## config.mk

```make
export PLATFORM = sky130hd
export DESIGN_NAME = video_pattern_gen_flat
export DESIGN_NICKNAME = d
export VERILOG_FILES = /design/src/rtl/video_pattern_gen_if.sv /design/src/rtl/video_pattern_gen.sv /design/src/flat_wrapper.sv
export SDC_FILE = /design/constraint.sdc
export NUM_CORES = 1
export LEC_CHECK = 0
export BUFFER_PORTS_ARGS = -buffer_cell sky130_fd_sc_hd__buf_2
export CAP_MARGIN = 10
export CORE_MARGIN = 3
export CORE_UTILIZATION = 50
export DETAILED_ROUTE_END_ITERATION = 10
export GPL_TIMING_DRIVEN = 0
export HOLD_SLACK_MARGIN = 0.03
export PLACE_DENSITY = 0.71
export SYNTH_ARGS = -nofsm -noshare
export SYNTH_HDL_FRONTEND = slang
export SYNTH_SLANG_ARGS = --single-unit
```

## constraint.sdc

```tcl
create_clock -name clk_pixel -period 2.7 [get_ports clk_pixel]
set_clock_uncertainty 0.1 [all_clocks]
set_input_delay 0.54 -clock clk_pixel [delete_from_list [all_inputs] [get_ports clk_pixel]]
set_output_delay 0.54 -clock clk_pixel [all_outputs]
set_load 0.02 [all_outputs]
```

## src/rtl/video_pattern_gen_if.sv

```systemverilog
// Pixel bus between the HDMI timing generator and a pixel source.
// The master drives the raster coordinates, and the slave returns the colour for them.
interface video_pattern_gen_if;
  logic [9:0]  cx;
  logic [9:0]  cy;
  logic [23:0] rgb;

  modport master (output cx, output cy, input rgb);
  modport slave  (input cx, input cy, output rgb);
endinterface

```

## src/rtl/video_pattern_gen.sv

```systemverilog
// Test-pattern source for the HDMI encoder. It offers colour bars, a gradient, a checkerboard and LFSR noise.
// A debounced button selects the pattern, and the selection changes only on frame boundaries.
module video_pattern_gen #(
  parameter int FRAME_WIDTH     = 800,
  parameter int FRAME_HEIGHT    = 525,
  parameter int SCREEN_WIDTH    = 640,
  parameter int SCREEN_HEIGHT   = 480,
  parameter int DEBOUNCE_CYCLES = 252000
) (
  input  logic                clk_pixel,
  input  logic                rst_n,
  video_pattern_gen_if.slave  pix,
  input  logic                btn,
  output logic [1:0]          mode,
  output logic [7:0]          frame_count
);

  localparam int BAR_W     = SCREEN_WIDTH / 8;
  localparam int BAR_CNT_W = (BAR_W > 1) ? $clog2(BAR_W) : 1;
  localparam int DB_W      = $clog2(DEBOUNCE_CYCLES + 1);

  // This is a maximal-length 24-bit Fibonacci LFSR with taps at 24, 23, 22 and 17.
  function automatic logic [23:0] lfsr_next(input logic [23:0] q);
    lfsr_next = {q[22:0], q[23] ^ q[22] ^ q[21] ^ q[16]};
  endfunction

  function automatic logic [23:0] bar_colour(input logic [2:0] bar);
    case (bar)
      3'd0:    bar_colour = 24'hFFFFFF;
      3'd1:    bar_colour = 24'hFFFF00;
      3'd2:    bar_colour = 24'h00FFFF;
      3'd3:    bar_colour = 24'h00FF00;
      3'd4:    bar_colour = 24'hFF00FF;
      3'd5:    bar_colour = 24'hFF0000;
      3'd6:    bar_colour = 24'h0000FF;
      3'd7:    bar_colour = 24'h000000;
      default: bar_colour = 24'h000000;
    endcase
  endfunction

  logic                 sync1_r, sync2_r;
  logic                 db_level_r;
  logic [DB_W-1:0]      db_cnt_r;
  logic [1:0]           pending_mode_r;
  logic [1:0]           mode_r;
  logic [7:0]           frame_count_r;
  logic [23:0]          lfsr_r;
  logic [23:0]          rgb_r;
  logic [BAR_CNT_W-1:0] col_cnt_r;
  logic [2:0]           bar_r;

  logic                 db_flip_s;
  logic                 press_s;
  logic                 frame_end_s;
  logic                 active_s;
  logic [BAR_CNT_W-1:0] col_cnt_s;
  logic [2:0]           bar_s;
  logic [7:0]           grad_red_s;
  logic [23:0]          rgb_next_s;

  assign db_flip_s   = (sync2_r != db_level_r) && (db_cnt_r == DB_W'(DEBOUNCE_CYCLES - 1));
  assign press_s     = db_flip_s && !db_level_r;
  assign frame_end_s = (pix.cx == 10'(FRAME_WIDTH - 1)) && (pix.cy == 10'(FRAME_HEIGHT - 1));
  assign active_s    = (pix.cx < 10'(SCREEN_WIDTH)) && (pix.cy < 10'(SCREEN_HEIGHT));
  assign grad_red_s  = pix.cx[7:0] + frame_count_r;

  // The column counter assumes cx advances by one per cycle and restarts at cx==0, which avoids a divider.
  always_comb begin
    col_cnt_s = '0;
    bar_s     = 3'd0;
    if (pix.cx == 10'd0) begin
      col_cnt_s = '0;
      bar_s     = 3'd0;
    end else if (col_cnt_r == BAR_CNT_W'(BAR_W - 1)) begin
      col_cnt_s = '0;
      bar_s     = (bar_r == 3'd7) ? 3'd7 : bar_r + 3'd1;
    end else begin
      col_cnt_s = col_cnt_r + BAR_CNT_W'(1);
      bar_s     = bar_r;
    end
  end

  // Pattern mux; blanking is forced to black
  always_comb begin
    rgb_next_s = 24'h000000;
    if (active_s) begin
      case (mode_r)
        2'd0:    rgb_next_s = bar_colour(bar_s);
        2'd1:    rgb_next_s = {grad_red_s, pix.cy[7:0], pix.cx[7:0] ^ pix.cy[7:0]};
        2'd2:    rgb_next_s = (pix.cx[5] ^ pix.cy[5] ^ frame_count_r[5]) ? 24'hFFFFFF : 24'h000000;
        2'd3:    rgb_next_s = lfsr_r;
        default: rgb_next_s = 24'h000000;
      endcase
    end else begin
      rgb_next_s = 24'h000000;
    end
  end

  // Button synchronizer and debouncer
  always_ff @(posedge clk_pixel) begin
    if (!rst_n) begin
      sync1_r    <= 1'b0;
      sync2_r    <= 1'b0;
      db_level_r <= 1'b0;
      db_cnt_r   <= '0;
    end else begin
      sync1_r <= btn;
      sync2_r <= sync1_r;
      if (sync2_r == db_level_r) begin
        db_cnt_r <= '0;
      end else if (db_flip_s) begin
        db_level_r <= ~db_level_r;
        db_cnt_r   <= '0;
      end else begin
        db_cnt_r <= db_cnt_r + DB_W'(1);
      end
    end
  end

  // Mode selection and frame counting; mode takes the value of pending_mode from before this edge's press
  always_ff @(posedge clk_pixel) begin
    if (!rst_n) begin
      pending_mode_r <= 2'd0;
      mode_r         <= 2'd0;
      frame_count_r  <= 8'd0;
    end else begin
      if (press_s) begin
        pending_mode_r <= pending_mode_r + 2'd1;
      end
      if (frame_end_s) begin
        mode_r        <= pending_mode_r;
        frame_count_r <= frame_count_r + 8'd1;
      end
    end
  end

  // Pixel pipeline: the bar counter, the LFSR (advanced on every active pixel) and the registered colour
  always_ff @(posedge clk_pixel) begin
    if (!rst_n) begin
      col_cnt_r <= '0;
      bar_r     <= 3'd0;
      lfsr_r    <= 24'h000001;
      rgb_r     <= 24'h000000;
    end else begin
      col_cnt_r <= col_cnt_s;
      bar_r     <= bar_s;
      rgb_r     <= rgb_next_s;
      if (active_s) begin
        lfsr_r <= lfsr_next(lfsr_r);
      end
    end
  end

  assign pix.rgb     = rgb_r;
  assign mode        = mode_r;
  assign frame_count = frame_count_r;

endmodule
```

## src/flat_wrapper.sv

```systemverilog
// flat-port wrapper written by rule: the top's interface ports become plain ports
module video_pattern_gen_flat 
#(
  parameter int FRAME_WIDTH     = 800,
  parameter int FRAME_HEIGHT    = 525,
  parameter int SCREEN_WIDTH    = 640,
  parameter int SCREEN_HEIGHT   = 480,
  parameter int DEBOUNCE_CYCLES = 252000
)
  (clk_pixel, rst_n, btn, mode, frame_count, pix_cx, pix_cy, pix_rgb);
  video_pattern_gen_if pix_i ();
  input  logic clk_pixel;
  input  logic rst_n;
  input  logic btn;
  output logic [1:0] mode;
  output logic [7:0] frame_count;
  input wire logic [$bits(pix_i.cx)-1:0] pix_cx;
  input wire logic [$bits(pix_i.cy)-1:0] pix_cy;
  output wire logic [$bits(pix_i.rgb)-1:0] pix_rgb;
  assign pix_i.cx = pix_cx;
  assign pix_i.cy = pix_cy;
  assign pix_rgb = pix_i.rgb;
  video_pattern_gen #(.FRAME_WIDTH(FRAME_WIDTH), .FRAME_HEIGHT(FRAME_HEIGHT), .SCREEN_WIDTH(SCREEN_WIDTH), .SCREEN_HEIGHT(SCREEN_HEIGHT), .DEBOUNCE_CYCLES(DEBOUNCE_CYCLES)) u_core (.clk_pixel(clk_pixel), .rst_n(rst_n), .pix(pix_i), .btn(btn), .mode(mode), .frame_count(frame_count));
endmodule
```

# == Yosys cells after proc, flatten, opt, wreduce, memory -nomap -nowiden ==
# Memory sizes are Yosys's and may differ from the RTL's.
# Cells that the tools add are included.
# Widths: inputs -> output; s select.
# word_totals
input_bits,23
mem_count,1
romBits,192
reg_bits,91
# memory_table
memory,words,word_bits,read_ports,rd_ports_with_merged_regs,write_ports,line_no,text
(name not given),8,24,1,0,0,video_pattern_gen.sv:28,case (bar)
# classes
order_cmp,2
muxes,5
add_sub_neg,6
n_bitwise,9
n_reduce_logical,11
eq_ne,10
# op_table
op,n
$pmux 24 s4,1
$mux 24,1
$eq 10x10->1 const B,2
$add 18x1->18 const B,1
$eq 18x18->1 const B,1
$logic_not 10->1,1
$lt 10x10->1 const B,1
$lt 10x9->1 const B,1
$mux 3,3
$add 8x1->8 const B,1
$add 8x8->8,1
$xor 8x8->8,1
$add 7x1->7 const B,1
$eq 7x7->1 const B,1
$reduce_or 3->1,2
$xor 1x1->1,5
$eq 2x2->1 const B,2
$logic_and 1x1->1,4
$reduce_and 2->1,2
$add 3x1->3 const B,1
$eq 3x3->1 const B,1
$not 1->1,3
$add 2x1->2 const B,1
$eq 2x1->1 const B,1
other kinds (4),4

# == Depth between registers and ports, before layout ==
# An unclocked memory read counts as a cell.
# logic_depth
word_depth,6
mapped_depth,8

# == Worst setup path after synthesis ==
# No wires, ideal clock.
# synth_path
path_type,input-to-reg
from,input port pix_cx[0]
to,register u_core.rgb_r[22] (netlist: u_core.pix.rgb[22])
setup_time_ns,0.070
required_time_ns,2.530
n_path_buf,0
cell_stages,7
arrival_ns,1.990
slack_ns,0.541
cell_sequence,ha_1 fa_1 a21o_1 a221oi_1 xnor2_1 mux2i_1 a21oi_1
# synth_via
elab_chain_len,4
word_cells_on_any_way,8
classes_between,add/sub (1); order compare (1); mux (2); reduce/logical (3); memory (1)
# synth_rtl
element,line_no,text
from (decl),flat_wrapper.sv:17,input wire logic [$bits(pix_i.cx)-1:0] pix_cx;
$logic_not 10->1,video_pattern_gen.sv:71,if (pix.cx == 10'd0) begin
$mux 3,video_pattern_gen.sv:71,
$mem_v2 8x24,n/a,
$pmux 24 s4,video_pattern_gen.sv:87,case (mode_r)
to (signal assigned),video_pattern_gen.sv:147,rgb_r <= rgb_next_s;
to (decl),video_pattern_gen.sv:48,logic [23:0] rgb_r;
# Parallel ways exist; a longest one is shown, timed or not.
# A chain may end at the register's enable or synchronous reset.

# == Worst setup path in the final report ==
# layout_path
from,register u_core.frame_count_r[0] (netlist: u_core.frame_count[0])
to,register u_core.rgb_r[22] (netlist: u_core.pix.rgb[22])
# layout_via
elab_chain_len,2
# layout_rtl
element,line_no,text
from (decl),video_pattern_gen.sv:46,logic [7:0] frame_count_r;
from (signal assigned),video_pattern_gen.sv:132,frame_count_r <= frame_count_r + 8'd1;
$add 8x8->8,video_pattern_gen.sv:65,assign grad_red_s = pix.cx[7:0] + frame_count_r;
$pmux 24 s4,video_pattern_gen.sv:87,
# Every way passes these cells.

==> impl_summary.txt <==
----------------------------------------------------
[Logic synthesis]
  Number of enable flip-flop cells after synthesis ... 0
  Count of mapped cells out of synthesis ... 477
  Average cell area after synthesis ... 9.03 um^2
  Portion of synthesized cell area occupied by the leading cell type ... 0.423
  Ys flop type ... dfxtp_1
  Syn Nets ... 512
  Synthesized area ... 4310 um^2
  Top cells by area in the synthesized netlist ... dfxtp_1, mux2i_1, xnor2_1, nand2_1, xor2_1
  Async set-reset flop share out of synthesis ... 0
  Sequential-to-total area share from yosys stat ... 0.423
  Synthesized flop and latch total ... 91
  Total of warnings raised by yosys ... 0
  Distinct cell type count of the synthesized netlist ... 51
  Leading area contributor after synthesis ... dfxtp_1

[Global routing]
  Initial antenna violation count ... 0
  Number of global-route vias before repair ... 3,332
  Global-route wire length before repair ... 16,000 um
  Grt ovf ... 0
  GRT Resource Usage Total ... 0.202
  Pin count of the biggest net entering global routing ... 16

[Worst setup path]
  Data required, critical path ... 2.88 ns
  Category of the most critical setup path ... reg2reg
  Sort of element at the end of the critical path ... flop
  CP max FO ... 5
  Kind of launch point of the worst setup path ... flop
  Arr. time, crit path ... approximately 2.3 ns
  Worst r2r src ... u_core.frame_count[0]
  Reg2reg setup slack ... 0.54 ns
  CP Launch Point ... u_core.frame_count[0]

[Run]
  Number of maximum-capacitance violations ... 0

[Clock tree]
  Reg clk slew, reported paths ... approximately 0.09 ns
  H-tree depth reported by CTS ... 3
  Post-CTS Resized ... 0
  Later-pin clock latency in the skew report ... 0.35 ns
  Maximum buffer depth of the clock tree ... 2
  Clock tree from TritonCTS ... yes
  CTS sink cnt ... between 90 and 100
  Number of buffers created by CTS ... 9
  Post-CTS Setup Repair Bufs ... 0
  Root buffer cell ... clkbuf_8
  Hold bufs inserted after CTS ... 0

[Die]
  Die span in x ... approximately 99 um
  Count of pins on the block boundary ... between 50 and 60
  Core area ... a little over 8000 um^2
  Height of the die ... roughly 100 um
  Initial core utilization ... 0.519
  Die area ... 9770 um^2
  Std-Cell Rows ... 33

[Finish]
  Filler Cell Count ... 790
  Fraction of layout cells with a size suffix above 1 ... 0.186
  Area of all sequential standard cells ... 1820 um^2
  Number of nets in the layout ... 579
  Post-route cell area ... 4900 um^2
  Area growth from synthesis to layout ... 13.7%
  Number of antenna diodes ... 0
  Most frequent cells in the layout ... dfxtp_1, buf_2, nand2_1
  Area of the multi-input gates ... between 2000 and 2500 um^2
  Leading cell type in the layout, fill and taps excluded ... dfxtp_1

[Hold path]
  Min-Delay Startpoint ... btn
  Class of the worst hold path ... in2reg

[Status]
  Outcome ... complete, no violations

[Pwr]
  Ratio of total power to cell area ... ~500 nW/um^2
  VDD IR max ... 0.325 mV
  Leak ... slightly above 0.002 uW

[Timing]
  Portion of the clock cycle consumed by the worst path in the final layout ... 0.799
  Max Fclk ... 463 MHz
  Total count of hold-check failures in the final report ... 0
  Minimum hold slack ... between 0.2 and 0.3 ns
  Max-slew violations ... 0
  Min Tclk post-route ... 2.16 ns
  Worst-Margin Slew ... 0.771 ns
  Setup repair after global routing missed its margin ... false
  Relative slew margins ... 0.481
  Final-report setup violation count ... 0
  Final-layout setup total negative slack ... 0 ns

[Detailed routing]
  Routed vias ... 3,563
  Final ANT Viol Nets ... 0
  Final routed wire length divided by cell count ... 14.8 um
  DRC marker count from the first detailed-route iteration ... 179
  Mean number of vias per cell ... 5.45
  Wire length after detailed routing ... around 9700 um
  DRC violations left ... 0
  Number of iterations in the first detailed-routing pass ... 4

[Placement]
  Placement-stage cell area ... 4720 um^2
  Count of buffers inserted at the top-level ports ... 56
  Placed wire-length estimate after detailed placement ... around 7400 um
  RePlAce Congestion ... a little under 1

----------------------------------------------------
-- final cells by class --
class,count,area share
Clock buffer,11,0.0289
Clock inverter,5,0.00766
Timing Repair Buffer,56,0.0572
Inverter,7,0.00536
Tap cell,105,0.0268
Multi-Input combinational cell,355,0.480
Buffer,24,0.0227
Sequential cell,91,0.372
-- power by group --
group,internal [uW],switching (uW)
Sequential,1370,9.92
Combinational,81.5,128
Clock,364,471
-- metal layers --
metal  GRT usage  share of wire  vias to the layer above
met2       0.322           0.46                       81
li1            -              -                     1784
met1       0.276           0.48                     1681
met4      0.0725          0.022                        0
met5           0              0                        -
met3      0.0368          0.038                       17
-- worst max-delay path: stages (launching register included) --
cell and delay [ns]:
dfxtp_1 0.38, ha_1 0.25, fa_1 0.41, a21o_1 0.22
a221oi_1 0.32, xnor2_1 0.16, mux2i_1 0.09, a21oi_1 0.17
-- final timing paths --
kind	end	depth (start not counted)
max reg2reg	u_core.pix.rgb[22]	7
max	u_core.pix.rgb[22]	7
min reg2reg	u_core.col_cnt_r[0]	1
min	u_core.sync1_r	2
-- state kept, by name (all words and copies together) (netlist names) --
signal	cells
u_core.pending_mode_r	2
u_core.sync2_r	1
u_core.pix.rgb	24
u_core.sync1_r	1
u_core.frame_count	8
u_core.col_cnt_r	7
u_core.lfsr_r	24
u_core.db_level_r	1
u_core.mode	2
u_core.db_cnt_r	18
u_core.bar_r	3
-- stage by stage --
step                 util  cells  worst slack [ns]  total power, uW
floorplan               -    477             0.541             1540
global placement    0.569    638             0.248             1610
detailed placement  0.569    638             0.230             1620
CTS                 0.590    654             0.527             2450
global route        0.590    654             0.449             2530
finish              0.590    654             0.541             2420
-- cell families after synthesis --
family          Yosys count  synth area share
simple gates            189             0.223
flops                    91             0.423
compound gates           77             0.113
xor+xnor                 44            0.0926
mux                      33            0.0798
buf+inv                  31            0.0319
fa+ha+maj                12            0.0366
-- cells in the mapped netlist, types with 2 or more instances --
cell type	instances
a21boi_0	12
a21o_1	4
a21oi_1	27
a221oi_1	2
a31o_1	2
a31o_2	2
a31oi_1	3
and2_1	9
and3_1	10
buf_2	7
clkbuf_1	14
dfxtp_1	91
ha_1	11
inv_1	7
mux2_2	10
mux2i_1	22
nand2_1	55
nand2b_1	4
nand3_1	24
nand4_1	12
nor2_1	35
nor2b_1	17
nor3_1	5
nor3b_1	3
nor4_1	5
o211ai_1	2
o21ai_0	15
or2_2	3
xnor2_1	25
xor2_1	18
(Power assumes the default switching activity.)
